[config.mk]
export PLATFORM = sky130hd
export DESIGN_NAME = lcd_text_ctrl
export DESIGN_NICKNAME = d
export VERILOG_FILES = /design/src/rtl/lcd_pkg.sv /design/src/rtl/lcd_bus_cycle.sv /design/src/rtl/lcd_text_ctrl.sv
export SDC_FILE = /design/constraint.sdc
export NUM_CORES = 1
export LEC_CHECK = 0
export CORE_MARGIN = 4
export CORE_UTILIZATION = 50
export CTS_BUF_LIST = sky130_fd_sc_hd__clkbuf_8
export DETAILED_ROUTE_END_ITERATION = 8
export PLACE_DENSITY_LB_ADDON = 0.1
export SETUP_SLACK_MARGIN = 0.5
export SLEW_MARGIN = 20
export SYNTH_ARGS = -nofsm -noshare
export SYNTH_HDL_FRONTEND = slang
export SYNTH_HIERARCHICAL = 1
export SYNTH_SLANG_ARGS = --single-unit
[constraint.sdc]
create_clock -name clk -period 11.15 [get_ports clk]
set_input_delay 3.345 -clock clk [delete_from_list [all_inputs] [get_ports clk]]
set_output_delay 3.345 -clock clk [all_outputs]
set_load 0.02 [all_outputs]
[src/rtl/lcd_pkg.sv]
// Shared constants, state encodings and helpers for the HD44780 text controller.
package lcd_pkg;

  // HD44780 command bytes used by the controller
  localparam logic [7:0] LCD_FUNC_SET = 8'h38;  // 8-bit bus, 2 lines, 5x8 font
  localparam logic [7:0] LCD_DISP_ON  = 8'h0C;  // display on, cursor off, blink off
  localparam logic [7:0] LCD_ENTRY    = 8'h06;  // increment address, no display shift
  localparam logic [7:0] LCD_CLEAR    = 8'h01;  // clear display, needs the long wait
  localparam logic [7:0] LCD_LINE1    = 8'h80;  // DDRAM address 0x00
  localparam logic [7:0] LCD_LINE2    = 8'hC0;  // DDRAM address 0x40

  // Top-level sequencing states
  typedef enum logic [2:0] {
    ST_PWRUP = 3'd0,
    ST_INIT  = 3'd1,
    ST_ADDR1 = 3'd2,
    ST_LINE1 = 3'd3,
    ST_ADDR2 = 3'd4,
    ST_LINE2 = 3'd5
  } top_state_e;

  // Byte-transfer engine states
  typedef enum logic [1:0] {
    BUS_IDLE  = 2'd0,
    BUS_SETUP = 2'd1,
    BUS_EHIGH = 2'd2,
    BUS_WAIT  = 2'd3
  } bus_state_e;

  // Init command table, index 0..3 in transmission order
  function automatic logic [7:0] init_cmd(input logic [1:0] idx);
    logic [7:0] cmd;
    case (idx)
      2'd0:    cmd = LCD_FUNC_SET;
      2'd1:    cmd = LCD_DISP_ON;
      2'd2:    cmd = LCD_ENTRY;
      2'd3:    cmd = LCD_CLEAR;
      default: cmd = LCD_FUNC_SET;
    endcase
    return cmd;
  endfunction

  // Character k of the 256-bit snapshot; char 0 is the most significant byte
  function automatic logic [7:0] snap_byte(input logic [255:0] snap, input logic [4:0] idx);
    logic [255:0] shifted;
    shifted = snap << {idx, 3'b000};
    return shifted[255:248];
  endfunction

endpackage

[src/rtl/lcd_bus_cycle.sv]
// One HD44780 write cycle: setup, enable pulse, then a command-dependent wait.
// done pulses in the last wait cycle; done_pre_o is high the cycle before it so
// the sequencer can line up its own registered pulses with done.
module lcd_bus_cycle
  import lcd_pkg::*;
#(
  parameter int E_CYC   = 12,
  parameter int CMD_CYC = 1000,
  parameter int CLR_CYC = 41000
) (
  input  logic       clk,
  input  logic       reset,
  input  logic       start_i,
  input  logic       rs_i,
  input  logic [7:0] data_i,
  input  logic       long_wait_i,
  output logic       done_o,
  output logic       done_pre_o,
  output logic       lcd_e_o,
  output logic       lcd_rs_o,
  output logic [7:0] lcd_data_o
);

  localparam int WMAX = (CLR_CYC > CMD_CYC) ? CLR_CYC : CMD_CYC;
  localparam int EW   = $clog2(E_CYC + 1);
  localparam int WW   = $clog2(WMAX + 1);

  localparam logic [EW-1:0] E_LAST   = EW'(E_CYC - 1);
  localparam logic [WW-1:0] CMD_LAST = WW'(CMD_CYC - 1);
  localparam logic [WW-1:0] CLR_LAST = WW'(CLR_CYC - 1);

  bus_state_e    state_q, state_d;
  logic [EW-1:0] e_cnt_q, e_cnt_d;
  logic [WW-1:0] w_cnt_q, w_cnt_d;
  logic          long_q, long_d;
  logic          e_q, e_d;
  logic          rs_q, rs_d;
  logic [7:0]    data_q, data_d;
  logic          done_q, done_d;
  logic [WW-1:0] wait_last_s;

  // Transfer sequencing: latch byte, raise/lower enable, count the settle wait
  always_comb begin
    state_d     = state_q;
    e_cnt_d     = e_cnt_q;
    w_cnt_d     = w_cnt_q;
    long_d      = long_q;
    e_d         = e_q;
    rs_d        = rs_q;
    data_d      = data_q;
    done_d      = 1'b0;
    wait_last_s = long_q ? CLR_LAST : CMD_LAST;

    case (state_q)
      BUS_IDLE: begin
        if (start_i) begin
          state_d = BUS_SETUP;
          rs_d    = rs_i;
          data_d  = data_i;
          long_d  = long_wait_i;
        end else begin
          state_d = BUS_IDLE;
        end
      end
      BUS_SETUP: begin
        state_d = BUS_EHIGH;
        e_d     = 1'b1;
        e_cnt_d = {EW{1'b0}};
      end
      BUS_EHIGH: begin
        if (e_cnt_q == E_LAST) begin
          state_d = BUS_WAIT;
          e_d     = 1'b0;
          w_cnt_d = {WW{1'b0}};
          done_d  = (wait_last_s == {WW{1'b0}});
        end else begin
          e_cnt_d = e_cnt_q + EW'(1);
        end
      end
      BUS_WAIT: begin
        if (w_cnt_q == wait_last_s) begin
          state_d = BUS_IDLE;
        end else begin
          w_cnt_d = w_cnt_q + WW'(1);
          done_d  = ((w_cnt_q + WW'(1)) == wait_last_s);
        end
      end
      default: begin
        state_d = BUS_IDLE;
        e_d     = 1'b0;
      end
    endcase
  end

  // Transfer engine registers; reset drops the enable strobe immediately
  always_ff @(posedge clk or posedge reset) begin
    if (reset) begin
      state_q <= BUS_IDLE;
      e_cnt_q <= {EW{1'b0}};
      w_cnt_q <= {WW{1'b0}};
      long_q  <= 1'b0;
      e_q     <= 1'b0;
      rs_q    <= 1'b0;
      data_q  <= 8'h00;
      done_q  <= 1'b0;
    end else begin
      state_q <= state_d;
      e_cnt_q <= e_cnt_d;
      w_cnt_q <= w_cnt_d;
      long_q  <= long_d;
      e_q     <= e_d;
      rs_q    <= rs_d;
      data_q  <= data_d;
      done_q  <= done_d;
    end
  end

  assign done_o     = done_q;
  assign done_pre_o = done_d;
  assign lcd_e_o    = e_q;
  assign lcd_rs_o   = rs_q;
  assign lcd_data_o = data_q;

endmodule

[src/rtl/lcd_text_ctrl.sv]
// HD44780 16x2 text controller: power-up wait, one-time init, then endless
// refresh of both lines from a snapshot of the eight text words.
module lcd_text_ctrl
  import lcd_pkg::*;
#(
  parameter int PWRUP_CYC = 500000,
  parameter int E_CYC     = 12,
  parameter int CMD_CYC   = 1000,
  parameter int CLR_CYC   = 41000
) (
  input  logic        clk,
  input  logic        reset,
  input  logic [31:0] textdata_a,
  input  logic [31:0] textdata_b,
  input  logic [31:0] textdata_c,
  input  logic [31:0] textdata_d,
  input  logic [31:0] textdata_e,
  input  logic [31:0] textdata_f,
  input  logic [31:0] textdata_g,
  input  logic [31:0] textdata_h,
  output logic        lcd_e,
  output logic        lcd_rs,
  output logic        lcd_rw,
  output logic [7:0]  lcd_data,
  output logic        frame_done
);

  localparam int PW = $clog2(PWRUP_CYC + 1);
  localparam logic [PW-1:0] PWR_LAST = PW'(PWRUP_CYC - 1);

  top_state_e    state_q, state_d;
  logic [4:0]    idx_q, idx_d;
  logic          busy_q, busy_d;
  logic [PW-1:0] pwr_cnt_q, pwr_cnt_d;
  logic [255:0]  snap_q, snap_d;
  logic          frame_done_q, frame_done_d;
  logic          rw_q;

  logic          start_s;
  logic          rs_s;
  logic [7:0]    data_s;
  logic          long_s;
  logic          advance_s;
  logic          bus_done_s;
  logic          bus_done_pre_s;

  // Sequencer: handshake with the bus engine, pick the next byte, take the snapshot
  always_comb begin
    state_d      = state_q;
    idx_d        = idx_q;
    busy_d       = busy_q;
    pwr_cnt_d    = pwr_cnt_q;
    snap_d       = snap_q;
    frame_done_d = 1'b0;
    start_s      = 1'b0;
    rs_s         = 1'b0;
    data_s       = 8'h00;
    long_s       = 1'b0;
    advance_s    = 1'b0;

    // A start is only issued while the engine is idle; the cycle after done
    // sees busy cleared and issues the next byte.
    if (state_q == ST_PWRUP) begin
      busy_d = 1'b0;
    end else if (!busy_q) begin
      start_s = 1'b1;
      busy_d  = 1'b1;
    end else if (bus_done_s) begin
      busy_d    = 1'b0;
      advance_s = 1'b1;
    end else begin
      busy_d = 1'b1;
    end

    case (state_q)
      ST_PWRUP: begin
        if (pwr_cnt_q == PWR_LAST) begin
          state_d   = ST_INIT;
          pwr_cnt_d = {PW{1'b0}};
          idx_d     = 5'd0;
        end else begin
          pwr_cnt_d = pwr_cnt_q + PW'(1);
        end
      end
      ST_INIT: begin
        data_s = init_cmd(idx_q[1:0]);
        long_s = (idx_q[1:0] == 2'd3);
        if (advance_s) begin
          if (idx_q[1:0] == 2'd3) begin
            state_d = ST_ADDR1;
            idx_d   = 5'd0;
          end else begin
            idx_d = idx_q + 5'd1;
          end
        end else begin
          idx_d = idx_q;
        end
      end
      ST_ADDR1: begin
        data_s = LCD_LINE1;
        if (start_s) begin
          snap_d = {textdata_a, textdata_b, textdata_c, textdata_d,
                    textdata_e, textdata_f, textdata_g, textdata_h};
        end else begin
          snap_d = snap_q;
        end
        if (advance_s) begin
          state_d = ST_LINE1;
          idx_d   = 5'd0;
        end else begin
          state_d = ST_ADDR1;
        end
      end
      ST_LINE1: begin
        rs_s   = 1'b1;
        data_s = snap_byte(snap_q, idx_q);
        if (advance_s) begin
          if (idx_q == 5'd15) begin
            state_d = ST_ADDR2;
          end else begin
            state_d = ST_LINE1;
          end
          idx_d = idx_q + 5'd1;
        end else begin
          idx_d = idx_q;
        end
      end
      ST_ADDR2: begin
        data_s = LCD_LINE2;
        if (advance_s) begin
          state_d = ST_LINE2;
          idx_d   = 5'd16;
        end else begin
          state_d = ST_ADDR2;
        end
      end
      ST_LINE2: begin
        rs_s   = 1'b1;
        data_s = snap_byte(snap_q, idx_q);
        // Registered pulse lands in the same cycle the engine reports done
        if (busy_q && bus_done_pre_s && (idx_q == 5'd31)) begin
          frame_done_d = 1'b1;
        end else begin
          frame_done_d = 1'b0;
        end
        if (advance_s) begin
          if (idx_q == 5'd31) begin
            state_d = ST_ADDR1;
            idx_d   = 5'd0;
          end else begin
            state_d = ST_LINE2;
            idx_d   = idx_q + 5'd1;
          end
        end else begin
          idx_d = idx_q;
        end
      end
      default: begin
        state_d   = ST_PWRUP;
        idx_d     = 5'd0;
        busy_d    = 1'b0;
        pwr_cnt_d = {PW{1'b0}};
      end
    endcase
  end

  // Sequencer state, char index, snapshot and frame pulse registers
  always_ff @(posedge clk or posedge reset) begin
    if (reset) begin
      state_q      <= ST_PWRUP;
      idx_q        <= 5'd0;
      busy_q       <= 1'b0;
      pwr_cnt_q    <= {PW{1'b0}};
      snap_q       <= {256{1'b0}};
      frame_done_q <= 1'b0;
      rw_q         <= 1'b0;
    end else begin
      state_q      <= state_d;
      idx_q        <= idx_d;
      busy_q       <= busy_d;
      pwr_cnt_q    <= pwr_cnt_d;
      snap_q       <= snap_d;
      frame_done_q <= frame_done_d;
      rw_q         <= 1'b0;
    end
  end

  lcd_bus_cycle #(
    .E_CYC  (E_CYC),
    .CMD_CYC(CMD_CYC),
    .CLR_CYC(CLR_CYC)
  ) u_bus (
    .clk        (clk),
    .reset      (reset),
    .start_i    (start_s),
    .rs_i       (rs_s),
    .data_i     (data_s),
    .long_wait_i(long_s),
    .done_o     (bus_done_s),
    .done_pre_o (bus_done_pre_s),
    .lcd_e_o    (lcd_e),
    .lcd_rs_o   (lcd_rs),
    .lcd_data_o (lcd_data)
  );

  assign lcd_rw     = rw_q;
  assign frame_done = frame_done_q;

endmodule

==> results.txt, run 1 <==
Number of synthesis warnings = 6
Starting Density = 0.508
Crit path cell chain = clkdlybuf4s50_1
Status = completed
I/O Buffers = 268
Predominant post-synthesis flop cell = dfrtp_1
Worst path arrival time = 1.60 ns
Max Cap Viol = 0
Post-DP HPWL = 27800 µm
Cts hold-fix bufs = 0
Share of post-route cells with drive strength above 1 = 0.313
Detailed-route via count = 10500
Total GRT Usage = 0.229
Post-CTS setup buffer count = 0
Tmin final = 4.95 ns
Peak supply drop = 89.7 µV
Syn avg cell area = 13.5 µm²
Layout area overhead = 26.6%
DRT antenna net count = 0
First-pass DRT Iterations = 7
Yosys cell types = 74
Chip width = 185 µm
Die H = 185 µm
Static Leak = 8.99 nW
Final Hold Fails = 0
Crit Path Class = register to primary output
Vias in the first global route = 10900
Seq. cell area = 7990 µm²
Clock skew = 0.0271 ns
Vias/cell = 5.64
Clock Tree Buf Depth = 3
Clock buffer count from CTS = 54
Io pins = 270
Placer Congestion = 0.844
Area leader, netlist = dfrtp_1
Largest net degree at the start of global routing = 213
Register bit total from synthesis = 319
Critical path's slowest cell = clkdlybuf4s50_1
Worst skew pair latency = 0.60 ns
Multi-input gate area = 7160 µm²
FP Rows = 64
Syn Std Cell Area = 15600 µm²
Die area = 34100 µm²
Remaining Overflow, GRT = 0
Syn Inst Count = 1155
Critical Path RT = 7.81 ns
Largest cells by area after synthesis = dfrtp_1 (51%), mux2_2 (20%), mux4_2 (8.7%), ha_1 (1.5%), mux2i_1 (1.5%)
Final Slew Violations = 0
Most frequent cells in the layout = dfrtp_1 (317), mux2_2 (279), clkdlybuf4s50_1 (268), clkbuf_8 (76), nand2_1 (61)
Pwr Total = 2.40 mW
Core Region = 30700 µm²
Synthesized Nets = 1432
RSZ-0062 raised after global routing = false
Synth top area share = 0.512
Async set-or-reset flop fraction in the synthesized netlist = 1.00
CP top delay family = buffers and inverters
Root buf cell = clkbuf_8
Most common cell after layout, fill and taps aside = dfrtp_1
Worst path max stage delay = 0.63 ns
Clock transition at path regs = 0.06 ns
Hold crit path type = register to register
Post-cts resize count = 0
Startpoint Class = register
WL/cell = 21.2 µm
Fillcell total = 2417
Pwr Density = 121 nW/µm²
Setup tns final = 0 ns
CP endpoint kind = primary output
Max Clk Rate = 202 MHz
Total wire length = 39300 µm
CTS H-tree depth = 2
Crit Path Max Fanout = 2
Initial antenna violation count = 8
First-pass GRT wire length = 60600 µm
Number of remaining DRC errors = 0
Buf/Inv on CP = 1
CTS tree = built
Slew HR = 0.374
Design Area, Final = 19700 µm²
Worst-Margin Slew = 0.939 ns
Sequential element share of the synthesized area = 0.512
Setup violators final = 0
CTS Sinks = 319
1st-iter DRT viols = 656
NumNets Final = 1692
DP Area = 18500 µm²
Crit share post-route = 0.444
Number of flops mapped to enable cells by yosys = 0
-- where the power goes --
group	internal, mW	switching (mW)	leakage (nW)
Clock	0.648	0.471	0.673
Sequential	1.16	0	4.44
Combinational	0.0800	0.0378	3.87
-- metal layers --
metal  GRT usage  share of wire
met1       0.295           0.41
met2       0.387           0.50
met3      0.0665          0.070
met4      0.0538          0.019
met5           0         0.0022
-- stage by stage --
step	std cells	worst slack (ns)	util	hold slack [ns]
finish	1853	6.20	0.644	0.502
global route	1853	5.99	0.644	0.518
CTS	1851	6.16	0.642	0.504
detailed placement	1754	5.65	0.604	0.491
global placement	1754	5.63	0.604	0.485
floorplan	1155	4.03	-	0.461
-- kinds of logic (layout without fill, tap and decap cells) --
logic type	count (synthesis)	in the layout	share of synthesized area
AOI/OAI and AO/OA	129	129	0.0571
xor gates and xnor gates	14	14	0.00787
adders and majority gates	19	19	0.0153
buffers and inverters	96	397	0.0293
DFF	319	319	0.512
muxes	362	362	0.303
other	1	2	0.000241
and+or+nand+nor	215	215	0.0751
-- final cells by class --
class | instances | area share
flip-flops and latches | 319 | 0.405
multi-input cells | 740 | 0.363
repair buffers | 281 | 0.143
clock buffers | 76 | 0.0530
well taps | 396 | 0.0251
clock inverters | 21 | 0.00742
inverters | 19 | 0.00380
diodes | 1 | 0.000127
-- cell usage after synthesis, types with 4 or more instances --
library cell / number
o21ai_1: 8
nand2_1: 61
mux2i_1: 23
dfrtp_1: 319
nor3b_1: 4
o22ai_1: 9
a21oi_1: 16
inv_1: 19
or3_1: 4
nand3b_1: 4
buf_2: 41
nand2b_1: 11
and3_1: 9
a22oi_1: 5
xnor2_1: 6
nand4_1: 8
a22o_1: 10
ha_1: 19
nand3_1: 38
and2_1: 4
nor2_1: 26
o31ai_1: 5
a211oi_1: 8
a31oi_1: 8
mux2_2: 279
clkbuf_1: 24
buf_4: 6
mux4_2: 60
nor2b_1: 9
o21ai_0: 30
or4_1: 5
nor3_1: 8
xor2_1: 8
-- final timing paths --
| check | slack, ns | end | depth (start not counted) | start |
|---|---|---|---|---|
| setup / recovery | 6.20 | lcd_data[0] | 1 | u_bus/lcd_data_o[0]$_DFFE_PP0P_ |
| hold / removal | 0.50 | snap_q[193]$_DFFE_PP0P_ | 1 | snap_q[193]$_DFFE_PP0P_ |
| setup reg to reg | 7.56 | u_bus/lcd_data_o[0]$_DFFE_PP0P_ | 5 | idx_q[0]$_DFFE_PP0P_ |
| hold reg to reg | 0.50 | snap_q[193]$_DFFE_PP0P_ | 1 | snap_q[193]$_DFFE_PP0P_ |
| max in group asynchronous | 6.30 | idx_q[1]$_DFFE_PP0P_ | 4 | reset |
| min in group asynchronous | 3.25 | u_bus/w_cnt_q[4]$_DFFE_PP0P_ | 3 | reset |
-- sequential cells by signal (all words and copies together), names as in the netlist --
register / count
u_bus/e_cnt_q: 4
u_bus/w_cnt_q: 16
busy_q: 1
u_bus/state_q: 2
idx_q: 5
snap_q: 256
pwr_cnt_q: 19
u_bus/lcd_rs_o: 1
u_bus/done_o: 1
u_bus/long_q: 1
u_bus/lcd_data_o: 8
state_q: 3
frame_done: 1
u_bus/lcd_e_o: 1
Note: power is estimated with default switching activity, not from simulation.
==> run 2, diff against run 1 <==
==> constraint.sdc (replaced) <==
create_clock -name clk -period 4.7 [get_ports clk]
set_input_delay 1.41 -clock clk [delete_from_list [all_inputs] [get_ports clk]]
set_output_delay 1.41 -clock clk [all_outputs]
set_load 0.02 [all_outputs]
==> run 2 against run 1 <==
Hold slack is essentially flat. Cell area decreased by 0.47%. Global-route usage up 1.4 points. Routed wire length rose by 5.9%. Register-to-register slack got worse by 6.0 ns. Cell count is 0.16% lower. Clock power grew 120%. Sequential share of layout area up 0.19 points. Worst setup slack worse by 4.6 ns. Highest routed layer is now met4.
==> results.txt, run 2 (synthesis gave the netlist of run 1 again) <==
Post-cts resize count = 0
Peak supply drop = 180 µV
I/O Buffers = 268
Critical path's slowest cell = dfrtp_4
Static Leak = 8.96 nW
DRT antenna net count = 0
Tmin final = 3.14 ns
Most flop-heavy register = snap_q
Most frequent cells in the layout = dfrtp_1 (317), mux2_2 (279), clkdlybuf4s50_1 (268), clkbuf_8 (67), nand2_1 (61)
Post-CTS setup buffer count = 0
Most common cell after layout, fill and taps aside = dfrtp_1
Setup violators final = 0
Fillcell total = 2364
Root buf cell = clkbuf_8
Remaining Overflow, GRT = 0
Worst path max stage delay = 0.78 ns
Critical Path RT = 5.17 ns
Largest register FFs = 256
Clock Tree Buf Depth = 3
RSZ-0062 raised after global routing = false
Pwr Total = 5.55 mW
Max Clk Rate = 318 MHz
Die H = 185 µm
Worst path arrival time = 3.62 ns
Fin cells = 1850
Placed cells = 1752
First-pass GRT wire length = 63500 µm
Final Hold Fails = 0
CTS tree = built
PnR worst setup slack = 1.56 ns
Total wire length = 41600 µm
WL/cell = 22.5 µm
Crit path cell chain = buf_12, buf_4, mux4_2, mux2_2, a211oi_1, o22ai_1, mux2_2
NumNets Final = 1690
Status = completed
1st-iter DRT viols = 831
CP top delay family = multiplexers
Buf/Inv on CP = 2
WHS Endpoint = snap_q[167]$_DFFE_PP0P_
DP Area = 18500 µm²
Finished Core Util = 0.641
Setup tns final = 0 ns
Initial antenna violation count = 1
Detailed-route via count = 10600
Clock skew = 0.0174 ns
Number of remaining DRC errors = 0
Placer Congestion = 0.879
Io pins = 270
Starting Density = 0.508
Total GRT Usage = 0.243
Vias/cell = 5.74
Final hold slack = 0.502 ns
Crit path top cell by count = mux2_2
Layout area overhead = 26.0%
Reg2Reg Setup Slack = 1.56 ns
Reg-to-reg critical path startpoint = idx_q[0]$_DFFE_PP0P_
Final Slew Violations = 0
Max Cap Viol = 0
Vias in the first global route = 11100
Largest registers = snap_q: 256 flops, pwr_cnt_q: 19 flops, u_bus/w_cnt_q: 16 flops
Depth of the worst hold-timing path = 1
Chip width = 185 µm
First-pass DRT Iterations = 5
Clock transition at path regs = 0.06 ns
Share of post-route cells with drive strength above 1 = 0.306
Hold wc startpoint = snap_q[167]$_DFFE_PP0P_
FP Rows = 64
R2R Path End = u_bus/lcd_data_o[6]$_DFFE_PP0P_
Worst-Margin Slew = 1.01 ns
Dpl ws = 1.36 ns
Reg2reg path depth = 7
Post-DP HPWL = 30000 µm
Core Region = 30700 µm²
CTS H-tree depth = 2
Pwr Density = 282 nW/µm²
Startpoint Class = register
Slew HR = 0.324
Crit Path Max Fanout = 31
Crit share post-route = 0.669
Clock buffer count from CTS = 54
Cts hold-fix bufs = 0
Largest net degree at the start of global routing = 154
Hold crit path type = register to register
Design Area, Final = 19600 µm²
CTS Sinks = 319
CP endpoint kind = register
Worst skew pair latency = 0.59 ns
Crit Path Class = register to register
Die area = 34100 µm²
-- run 2: cell types whose count changed in the layout (fill, tap and decap cells not counted), sizes merged --
cell	previous run	this run
clkinv	2	3
clkbuf	76	67
buf	13	11
inv	35	42
-- run 2: worst max path at each step --
stage                               startpoint                         endpoint  depth (start not counted)
after floorplan                          reset                 busy_q$_DFF_PP0_                          1
after global placement    idx_q[0]$_DFFE_PP0P_  u_bus/lcd_data_o[0]$_DFFE_PP0P_                          6
after detailed placement  idx_q[0]$_DFFE_PP0P_  u_bus/lcd_data_o[6]$_DFFE_PP0P_                          6
after CTS                 idx_q[0]$_DFFE_PP0P_  u_bus/lcd_data_o[6]$_DFFE_PP0P_                          6
after global routing      idx_q[0]$_DFFE_PP0P_  u_bus/lcd_data_o[6]$_DFFE_PP0P_                          7
final                     idx_q[0]$_DFFE_PP0P_  u_bus/lcd_data_o[6]$_DFFE_PP0P_                          7
-- run 2: routing by layer --
layer	track usage	vias to the layer above	part of all wire
li1	-	4822	-
met1	0.334	5394	0.42
met2	0.395	334	0.50
met3	0.0485	68	0.057
met4	0.0704	0	0.025
met5	0	-	0
-- run 2: layout make-up --
class                      count  area (µm²)  area share
antenna                        1        2.50    0.000127
clock buffer                  67         922      0.0469
clock inverter                29         175     0.00892
inverter                      19        75.1     0.00382
multi-input combinational    740        7160       0.364
sequential                   319        7990       0.407
tap                          396         495      0.0252
timing repair buffer         279        2830       0.144
-- run 2: power by group --
| part | total (mW) | internal (mW) | switching, mW |
|---|---|---|---|
| Clock | 2.50 | 1.39 | 1.11 |
| Sequential | 2.75 | 2.75 | 0 |
| Combinational | 0.296 | 0.192 | 0.104 |
| Total | 5.55 | 4.33 | 1.22 |
